## config.mk

```make
export PLATFORM = sky130hd
export DESIGN_NAME = gshare_bp
export DESIGN_NICKNAME = d
export VERILOG_FILES = /design/src/rtl/gshare_bp_pkg.sv /design/src/rtl/gshare_pht.sv /design/src/rtl/gshare_bp.sv
export SDC_FILE = /design/constraint.sdc
export NUM_CORES = 2
export LEC_CHECK = 0
export CAP_MARGIN = 40
export CORE_AREA = 3 3 436 438
export CTS_CLUSTER_DIAMETER = 200
export CTS_CLUSTER_SIZE = 24
export DETAILED_ROUTE_END_ITERATION = 10
export DIE_AREA = 0 0 439 441
export PLACE_DENSITY = 0.65
export SYNTH_ARGS = -nofsm -noshare
export SYNTH_HDL_FRONTEND = slang
export SYNTH_SLANG_ARGS = --single-unit
export TNS_END_PERCENT = 10
```

## constraint.sdc

```tcl
create_clock -name clk -period 71 [get_ports clk]
set_input_delay 10.65 -clock clk [delete_from_list [all_inputs] [get_ports clk]]
set_output_delay 10.65 -clock clk [all_outputs]
set_load 0.05 [all_outputs]
```

## src/rtl/gshare_bp_pkg.sv

```systemverilog
// Shared types and helpers for the gshare branch predictor: FSM state,
// saturating-counter update and init value.
package bp_types;

  typedef enum logic {BP_INIT, BP_RUN} bp_state_e;

  // Widest counter supported; helpers work at this width and callers narrow.
  localparam int CTR_MAX_W = 4;

  function automatic logic [CTR_MAX_W-1:0] weak_nt_val(input int ctr_w);
    return CTR_MAX_W'((1 << (ctr_w - 1)) - 1);
  endfunction

  function automatic logic [CTR_MAX_W-1:0] sat_ctr_next(
    input logic [CTR_MAX_W-1:0] ctr,
    input logic                 taken,
    input int                   ctr_w
  );
    logic [CTR_MAX_W-1:0] max_val;
    max_val = CTR_MAX_W'((1 << ctr_w) - 1);
    if (taken) begin
      return (ctr == max_val) ? ctr : ctr + CTR_MAX_W'(1);
    end
    return (ctr == '0) ? ctr : ctr - CTR_MAX_W'(1);
  endfunction

endpackage

```

## src/rtl/gshare_pht.sv

```systemverilog
// Pattern history table: counter storage cleared by a one-entry-per-cycle
// sweep, one async read port and one read-modify-write update port.
module gshare_pht
  import bp_types::*;
#(
  parameter int IDX_W = 10,
  parameter int CTR_W = 2
) (
  input  logic             clk,
  input  logic             rst_n,
  input  logic [IDX_W-1:0] rd_idx,
  output logic [CTR_W-1:0] rd_ctr,
  input  logic             wr_en,
  input  logic [IDX_W-1:0] wr_idx,
  input  logic             wr_taken,
  output logic             ready
);

  localparam int DEPTH = 1 << IDX_W;
  localparam logic [CTR_W-1:0] INIT_VAL = CTR_W'(weak_nt_val(CTR_W));

  logic [CTR_W-1:0] mem [DEPTH];

  bp_state_e        state_q, state_d;
  logic [IDX_W-1:0] init_idx_q, init_idx_d;
  logic             ready_q, ready_d;
  logic [CTR_W-1:0] wr_cur;
  logic [CTR_W-1:0] wr_next;
  logic             mem_we;
  logic [IDX_W-1:0] mem_waddr;
  logic [CTR_W-1:0] mem_wdata;

  assign ready   = ready_q;
  assign rd_ctr  = mem[rd_idx];
  assign wr_cur  = mem[wr_idx];
  assign wr_next = CTR_W'(sat_ctr_next(CTR_MAX_W'(wr_cur), wr_taken, CTR_W));

  // The sweep owns the write port until the last entry is written.
  always_comb begin
    state_d    = state_q;
    init_idx_d = init_idx_q;
    mem_we     = 1'b0;
    mem_waddr  = wr_idx;
    mem_wdata  = wr_next;
    if (state_q == BP_INIT) begin
      mem_we     = 1'b1;
      mem_waddr  = init_idx_q;
      mem_wdata  = INIT_VAL;
      init_idx_d = init_idx_q + IDX_W'(1);
      if (init_idx_q == IDX_W'(DEPTH - 1)) begin
        state_d = BP_RUN;
      end
    end else if (wr_en) begin
      mem_we = 1'b1;
    end
    ready_d = (state_d == BP_RUN);
  end

  always_ff @(posedge clk) begin
    if (!rst_n) begin
      state_q    <= BP_INIT;
      init_idx_q <= '0;
      ready_q    <= 1'b0;
    end else begin
      state_q    <= state_d;
      init_idx_q <= init_idx_d;
      ready_q    <= ready_d;
    end
  end

  // No reset on the array so it can map onto RAM; the sweep clears it.
  always_ff @(posedge clk) begin
    if (rst_n && mem_we) begin
      mem[mem_waddr] <= mem_wdata;
    end
  end

endmodule

```

## src/rtl/gshare_bp.sv

```systemverilog
// gshare predictor top: PC/GHR index hashing, speculative GHR with mispredict
// repair, optional statistics counters enabled by GSHARE_BP_STATS_EN.
module gshare_bp
  import bp_types::*;
#(
  parameter int PC_IDX_W  = 10,
  parameter int PC_OFFSET = 2,
  parameter int HIST_W    = 8,
  parameter int CTR_W     = 2
) (
  input  logic              clk,
  input  logic              rst_n,
  output logic              ready,
  input  logic              pred_valid,
  input  logic [31:0]       pred_pc,
  output logic              pred_take,
  output logic [HIST_W-1:0] pred_ghr,
  input  logic              upd_valid,
  input  logic [31:0]       upd_pc,
  input  logic [HIST_W-1:0] upd_ghr,
  input  logic              upd_taken,
  input  logic              upd_mispredict
`ifdef GSHARE_BP_STATS_EN
  ,
  output logic [31:0]       stat_lookups,
  output logic [31:0]       stat_updates,
  output logic [31:0]       stat_mispredicts
`endif
);

  if (HIST_W < 2 || HIST_W > PC_IDX_W) begin : g_bad_hist_w
    $error("gshare_bp: HIST_W must be in 2..PC_IDX_W");
  end
  if (CTR_W < 1 || CTR_W > CTR_MAX_W) begin : g_bad_ctr_w
    $error("gshare_bp: CTR_W must be in 1..4");
  end

  logic [HIST_W-1:0]   ghr_q, ghr_d;
  logic [PC_IDX_W-1:0] pred_idx;
  logic [PC_IDX_W-1:0] upd_idx;
  logic [CTR_W-1:0]    pred_ctr;
  logic                unused_pc_bits;

  assign pred_idx = pred_pc[PC_IDX_W+PC_OFFSET-1:PC_OFFSET] ^ PC_IDX_W'(ghr_q);
  assign upd_idx  = upd_pc[PC_IDX_W+PC_OFFSET-1:PC_OFFSET] ^ PC_IDX_W'(upd_ghr);
  assign unused_pc_bits = ^{pred_pc, upd_pc};

  gshare_pht #(
    .IDX_W (PC_IDX_W),
    .CTR_W (CTR_W)
  ) u_pht (
    .clk      (clk),
    .rst_n    (rst_n),
    .rd_idx   (pred_idx),
    .rd_ctr   (pred_ctr),
    .wr_en    (upd_valid && ready),
    .wr_idx   (upd_idx),
    .wr_taken (upd_taken),
    .ready    (ready)
  );

  assign pred_take = ready ? pred_ctr[CTR_W-1] : 1'b0;
  assign pred_ghr  = ghr_q;

  // Repair from EX overrides this cycle's speculative shift.
  always_comb begin
    ghr_d = ghr_q;
    if (ready) begin
      if (upd_valid && upd_mispredict) begin
        ghr_d = {upd_ghr[HIST_W-2:0], upd_taken};
      end else if (pred_valid) begin
        ghr_d = {ghr_q[HIST_W-2:0], pred_take};
      end
    end
  end

  always_ff @(posedge clk) begin
    if (!rst_n) begin
      ghr_q <= '0;
    end else begin
      ghr_q <= ghr_d;
    end
  end

`ifdef GSHARE_BP_STATS_EN
  logic [31:0] lookups_q, lookups_d;
  logic [31:0] updates_q, updates_d;
  logic [31:0] mispredicts_q, mispredicts_d;

  always_comb begin
    lookups_d     = lookups_q;
    updates_d     = updates_q;
    mispredicts_d = mispredicts_q;
    if (ready) begin
      if (pred_valid)                      lookups_d     = lookups_q + 32'd1;
      if (upd_valid)                       updates_d     = updates_q + 32'd1;
      if (upd_valid && upd_mispredict)     mispredicts_d = mispredicts_q + 32'd1;
    end
  end

  always_ff @(posedge clk) begin
    if (!rst_n) begin
      lookups_q     <= '0;
      updates_q     <= '0;
      mispredicts_q <= '0;
    end else begin
      lookups_q     <= lookups_d;
      updates_q     <= updates_d;
      mispredicts_q <= mispredicts_d;
    end
  end

  assign stat_lookups     = lookups_q;
  assign stat_updates     = updates_q;
  assign stat_mispredicts = mispredicts_q;
`endif

endmodule
```

# == Yosys cells after proc, flatten, opt, wreduce, memory -nomap -nowiden ==
# Memory sizes are Yosys's and may differ from the RTL's.
# Index checks and enable logic that the tools add are counted.
# word_totals
mem_bits_ro,0
ram_bits,2048
register_bits,19
latch_bits,0
memories,1
word_cells,33
input_bits,78
out_inout_bits,10
# op_classes
mux,16
n_div,0
n_bitwise,2
order_cmp,0
reduce_logical,6
n_mul,0
add_sub_neg,3
eq_ne,2
shifts,0
# mem_list
name,words,word_bits,rd,rd_ports_with_merged_regs,wr,line,rtl
u_pht.mem,1024,2,2,0,1,gshare_pht.sv:22,logic [CTR_W-1:0] mem [DEPTH];
# op_table
operator,count
$xor A10 B8 Y10,2
$mux W8,2
$add A10 B1 Y10 const B,1
$eq A10 B10 Y1 const B,1
$mux W10,1
$mux W2,5
$mux W1,8
$logic_and A1 B1 Y1,3
$add A2 B1 Y2 const B,1
$eq A2 B2 Y1 const B,1
$logic_not A2 Y1,1
$reduce_and A2 Y1,1
$reduce_bool A2 Y1,1
$sub A2 B1 Y2 const B,1

# == Logic depth before layout (Yosys ltp) ==
# An unclocked memory read counts as a cell.
# logic_depth
word_depth,7
mapped_depth,15
depth_no_buf,10

# == By module ==
# Synthesis repeated with hierarchy kept, for this count alone.
# hier_totals
cells_unflattened,5777
hier_area_um2,100715.3
# modules_own_cells
module,cells_each,n_inst,seq_area_each_um2,area_per_inst_um2
gshare_pht,5710,1,61719.2,100094.7
gshare_bp,67,1,160.2,620.6

# == Worst setup path after synthesis ==
# Ideal clock, no wire load.
# synth_path
kind,input to register
from,in upd_pc[2]
to,"mem u_pht.mem[0][1], data pin"
setup_time_ns,8.599
required_time_ns,62.401
n_path_buf,3
setup_slack_ns,7.605
arrival_time_ns,54.796
cell_stages,13
cell_sequence,xnor2_1 nor2_1 clkbuf_1 buf_2 buf_1 a32oi_1 a31oi_1 o41ai_1 nand4_1 nor2_1 nor4_1 o21bai_1 a221oi_1
# synth_between
elab_chain_cells,7
elab_cells_between_ends,11
cone_classes,2 x add/sub; 1 x eq/ne; 5 x mux; 1 x bitwise; 1 x reduce/logical; 1 x memory
# synth_lines
element,line,rtl
from (decl),gshare_bp.sv:19,"input logic [31:0] upd_pc,"
$xor A10 B8 Y10 *,gshare_bp.sv:45,assign upd_idx = upd_pc[PC_IDX_W+PC_OFFSET-1:PC_OFFSET] ^ PC_IDX_W'(upd_ghr);
$mem_v2 Z1024 W2 *,n/a,
$add A2 B1 Y2 / $eq A2 B2 Y1 (equally long branches),gshare_bp_pkg.sv:22,return (ctr == max_val) ? ctr : ctr + CTR_MAX_W'(1);
$mux W2,gshare_bp_pkg.sv:22,
$mux W2,gshare_bp_pkg.sv:21,if (taken) begin
$mux W2 *,gshare_bp_pkg.sv:24,return (ctr == '0) ? ctr : ctr - CTR_MAX_W'(1);
$mux W2 *,gshare_pht.sv:45,if (state_q == BP_INIT) begin
via u_pht.mem_wdata[1],gshare_pht.sv:31,logic [CTR_W-1:0] mem_wdata;
to (decl),gshare_pht.sv:22,
# Mark *: on every way through the listed nets, which the timed path passes. The rest lies on a longest branch. The select of a mux whose other input is x is not followed.

# == Worst setup path in the final report ==
# layout_path
from,in pred_pc[3]
to,out pred_take
# layout_between
elab_chain_cells,3
# layout_lines
element,line,rtl
from (decl),gshare_bp.sv:15,"input logic [31:0] pred_pc,"
$xor A10 B8 Y10,gshare_bp.sv:44,assign pred_idx = pred_pc[PC_IDX_W+PC_OFFSET-1:PC_OFFSET] ^ PC_IDX_W'(ghr_q);
$mem_v2 Z1024 W2,n/a,
$mux W1,gshare_bp.sv:62,assign pred_take = ready ? pred_ctr[CTR_W-1] : 1'b0;
to (decl),gshare_bp.sv:16,"output logic pred_take,"
# No other way between the ends.

==> results.md <==
- CTS Root Cell: clkbuf_16
- Register share of total power: 59.9%
- Post-CTS setup buffer count: 0
- CP Launch Type: input port
- Setup skew after layout: about 0.054 ns
- CP required: 60.35 ns
- Overall power: 0.00220 W
- Tightest Pin Transition: ~1.2 ns
- Final core utilization: 53.2%
- Initial core utilization: 49.8%
- Vias: 64300
- VDD IR max: around 0.000021 V
- Cell Area, Synth: 93200 um^2
- Async S/R FF share, synth: 0%
- Tmin final: 28.47 ns
- Final Max Slew Viols: 0
- 1st-pass router iterations: 7
- Final Hold Fails: 0
- Fraction of layout cells with a size suffix above 1: about a tenth
- Setup crit start: pred_pc[3]
- Syn Area/Cell: 12.6 um^2
- # fillers: 15800
- Status: finished, final reports clean
- Layout net count: 7257
- Fin Setup TNS: 0 ns
- Flop and latch count out of synthesis: 2067
- Distinct cells, synth: 63
- DRT iter0 DRCs: roughly 9600
- Synth Flop Type: edfxtp_1
- Ys Warns: 0
- Worst-Skew Late Latency: around 0.8 ns
- TritonCTS clock tree: built
- Pleak: 31.5 nW
- Reg-to-reg slack, setup: 64.66 ns
- Synthesis-to-finish area growth: 6.76%
- Clk pin slew, worst setup/hold paths: 0.11 ns
- Post-DP HPWL: 167000 um
- DR WL/cell: 30.2 um
- Hold WC Path Type: register to register
- Clock Tree Buf Depth: 3
- Top Ports: 88
- Port Buf Inserts: 43
- Fmax: about 0.035 GHz
- Post-Synthesis Cells: ~7400
- Die width: approximately 440 um
- Core area: 187000 um^2
- Critical Path End Type: output pin
- Htree depth: 3
- R2r startpoint: pred_ghr[1]$_SDFFE_PN0P_
- # clock sinks: 2067
- RSZ-0062 raised after global routing: false
- PwrDens: 22.1 nW/um^2
- Sw power: 0.000555 W
- Vias in the first global route: around 60000
- Die height: 441 um
- Total track usage: 29.7%
- Post_cts resized: 0
- Worst relative slew slack: between 20 and 25%
- Hold bufs inserted after CTS: 0
- Worst Path Max Fanout: 90
- Clock share of power: ~28%
- Placer Congestion: approximately 0.86
- Reg2reg end: pred_ghr[0]$_SDFFE_PN0P_
- CP arrival: roughly 18 ns
- Die area: 194000 um^2
- Vias/cell: 6.64
- Post-synth EDFFs: 2048
- Remaining DRCs: 0
- Pin count of the biggest net entering global routing: 247
- Int Power: 0.00165 W
- Final period utilization: 40.1%
- Reg2reg path depth: 13
- Remaining global-route overflow: 0
- Max-cap violation count: 0
- Setup-failing EPs final: 0
- Initial antenna violation count: 8
- Area taken by multi-input logic gates: 28900 um^2
- First-pass GRT wire length: 421000 um
- Critical path class: input port to output pin
- Sequential cell area: 61900 um^2
- Num CTS Buffers: 96
- Critical Path Sink: pred_take
- # rows: 159
- Antenna Nets Post-Route: 0
- Syn_nets: 7498
- Total Wirelength: 293000 um
- Net Sw Frac: 25.2%
- Comb pwr share: 11.6%
- Sequential area share after synthesis: 66.4%
## cell usage after synthesis, drive strengths merged (26+ instances only)
| master | instances | area, um^2 |
|---|---|---|
| nand4 | 32 | 200 |
| edfxtp | 2048 | 61500 |
| a32oi | 256 | 2240 |
| nor2 | 1094 | 4110 |
| nand2 | 1683 | 6320 |
| mux2i | 273 | 2730 |
| a22oi | 47 | 353 |
| mux4 | 275 | 6200 |
| buf | 278 | 1590 |
| nand3 | 562 | 2810 |
| clkbuf | 336 | 1260 |
| o41ai | 40 | 350 |
| a31oi | 266 | 1660 |
| nor4 | 26 | 163 |
## worst max-delay path, cell delays in order
cell and delay [ns]:
clkdlybuf4s50_1 0.55, xor2_4 0.14, buf_4 0.57, buf_12 0.65, buf_4 0.80, buf_4 0.73, mux4_2 0.37, mux2i_1 0.08
mux2i_1 0.57, o22ai_1 0.32, a211oi_1 0.40, a211oi_1 0.12, nand2_1 0.10, nand2_1 0.07, nor2_1 0.47, clkdlybuf4s50_1 0.92
## cell usage in the layout, fill, tap and decap left out, types with 28 or more instances in the layout
cell type	netlist	routed
edfxtp_1	2048	2048
nand2_1	1683	1647
nor2_1	1094	1081
nand3_1	562	562
mux4_2	274	274
mux2i_1	273	273
a31oi_1	266	266
a32oi_1	256	256
buf_4	37	155
clkbuf_16	0	98
a22oi_1	47	47
clkdlybuf4s50_1	0	43
o41ai_1	40	38
nand4_1	32	32
buf_12	1	28
## layer usage
layer  vias up  GRT usage (%)  routed length (um)
met2      4203           46.6              135000
li1      26900              -                   -
met1     32400           40.0              108000
met4         6           14.7               17000
met5         -              0                  40
met3       772           5.67               32800
## area by class of cell
class / instances / area share (%)
Timing Repair Buffer: 275 / 3.03
Tap cell: 2495 / 3.14
Multi-Input combinational cell: 4733 / 29.0
Clock buffer: 107 / 2.50
Inverter: 5 / 0.0189
Antenna cell: 4 / 0.0101
Clock inverter: 6 / 0.112
Sequential cell: 2067 / 62.2
## registers in the layout, summed over array words and instances (netlist names)
| name | flops |
|---|---|
| u_pht.init_idx_q | 10 |
| u_pht.state_q | 1 |
| pred_ghr | 8 |
| u_pht.mem | 2048 |
## how the worst min path moves through the flow
stage,depth (start not counted),end,startpoint
floorplan,2,u_pht.init_idx_q[6]$_SDFFE_PN0N_,u_pht.init_idx_q[6]$_SDFFE_PN0N_
global placement,2,u_pht.init_idx_q[6]$_SDFFE_PN0N_,u_pht.init_idx_q[6]$_SDFFE_PN0N_
detailed placement,2,u_pht.init_idx_q[6]$_SDFFE_PN0N_,u_pht.init_idx_q[6]$_SDFFE_PN0N_
CTS,2,u_pht.init_idx_q[6]$_SDFFE_PN0N_,u_pht.init_idx_q[6]$_SDFFE_PN0N_
global route,1,pred_ghr[7]$_SDFFE_PN0P_,pred_ghr[7]$_SDFFE_PN0P_
finish,2,u_pht.init_idx_q[6]$_SDFFE_PN0N_,u_pht.init_idx_q[6]$_SDFFE_PN0N_
## stage by stage
step	setup WS, ns	std cells	cell area (um^2)	hold WS (ns)
2_1_floorplan	7.61	7419	93200	0.491
5_1_grt	42.32	9689	99500	0.579
3_5_place_dp	42.74	9574	96900	0.536
4_1_cts	42.73	9687	99500	0.550
6_report	42.53	9692	99500	0.567
3_3_place_gp	42.74	9505	95700	0.514
## power by group through the flow
stage               clock network (W)  logic [W]  registers, W
floorplan                           0   0.000153       0.00135
global placement                    0   0.000243       0.00135
detailed placement                  0   0.000249       0.00135
CTS                          0.000630   0.000250       0.00132
global route                 0.000669   0.000266       0.00132
finish                       0.000625   0.000256       0.00132
## cell families (layout without fill, tap and decap cells)
kind of cell             Yosys count  count (layout)  synth area share (%)
AND/OR/NAND/NOR                 3441            3441                  14.9
AO/OA/AOI/OAI                    706             706                  5.68
buffers and inverters            619             393                  3.08
multiplexers                     548             548                  9.58
XOR/XNOR                          36              36                 0.375
other                              0               4                     0
adder cells (fa/ha/maj)            2               2                0.0242
flip-flops                      2067            2067                  66.4
No activity file was read; power rests on OpenSTA's default activity.
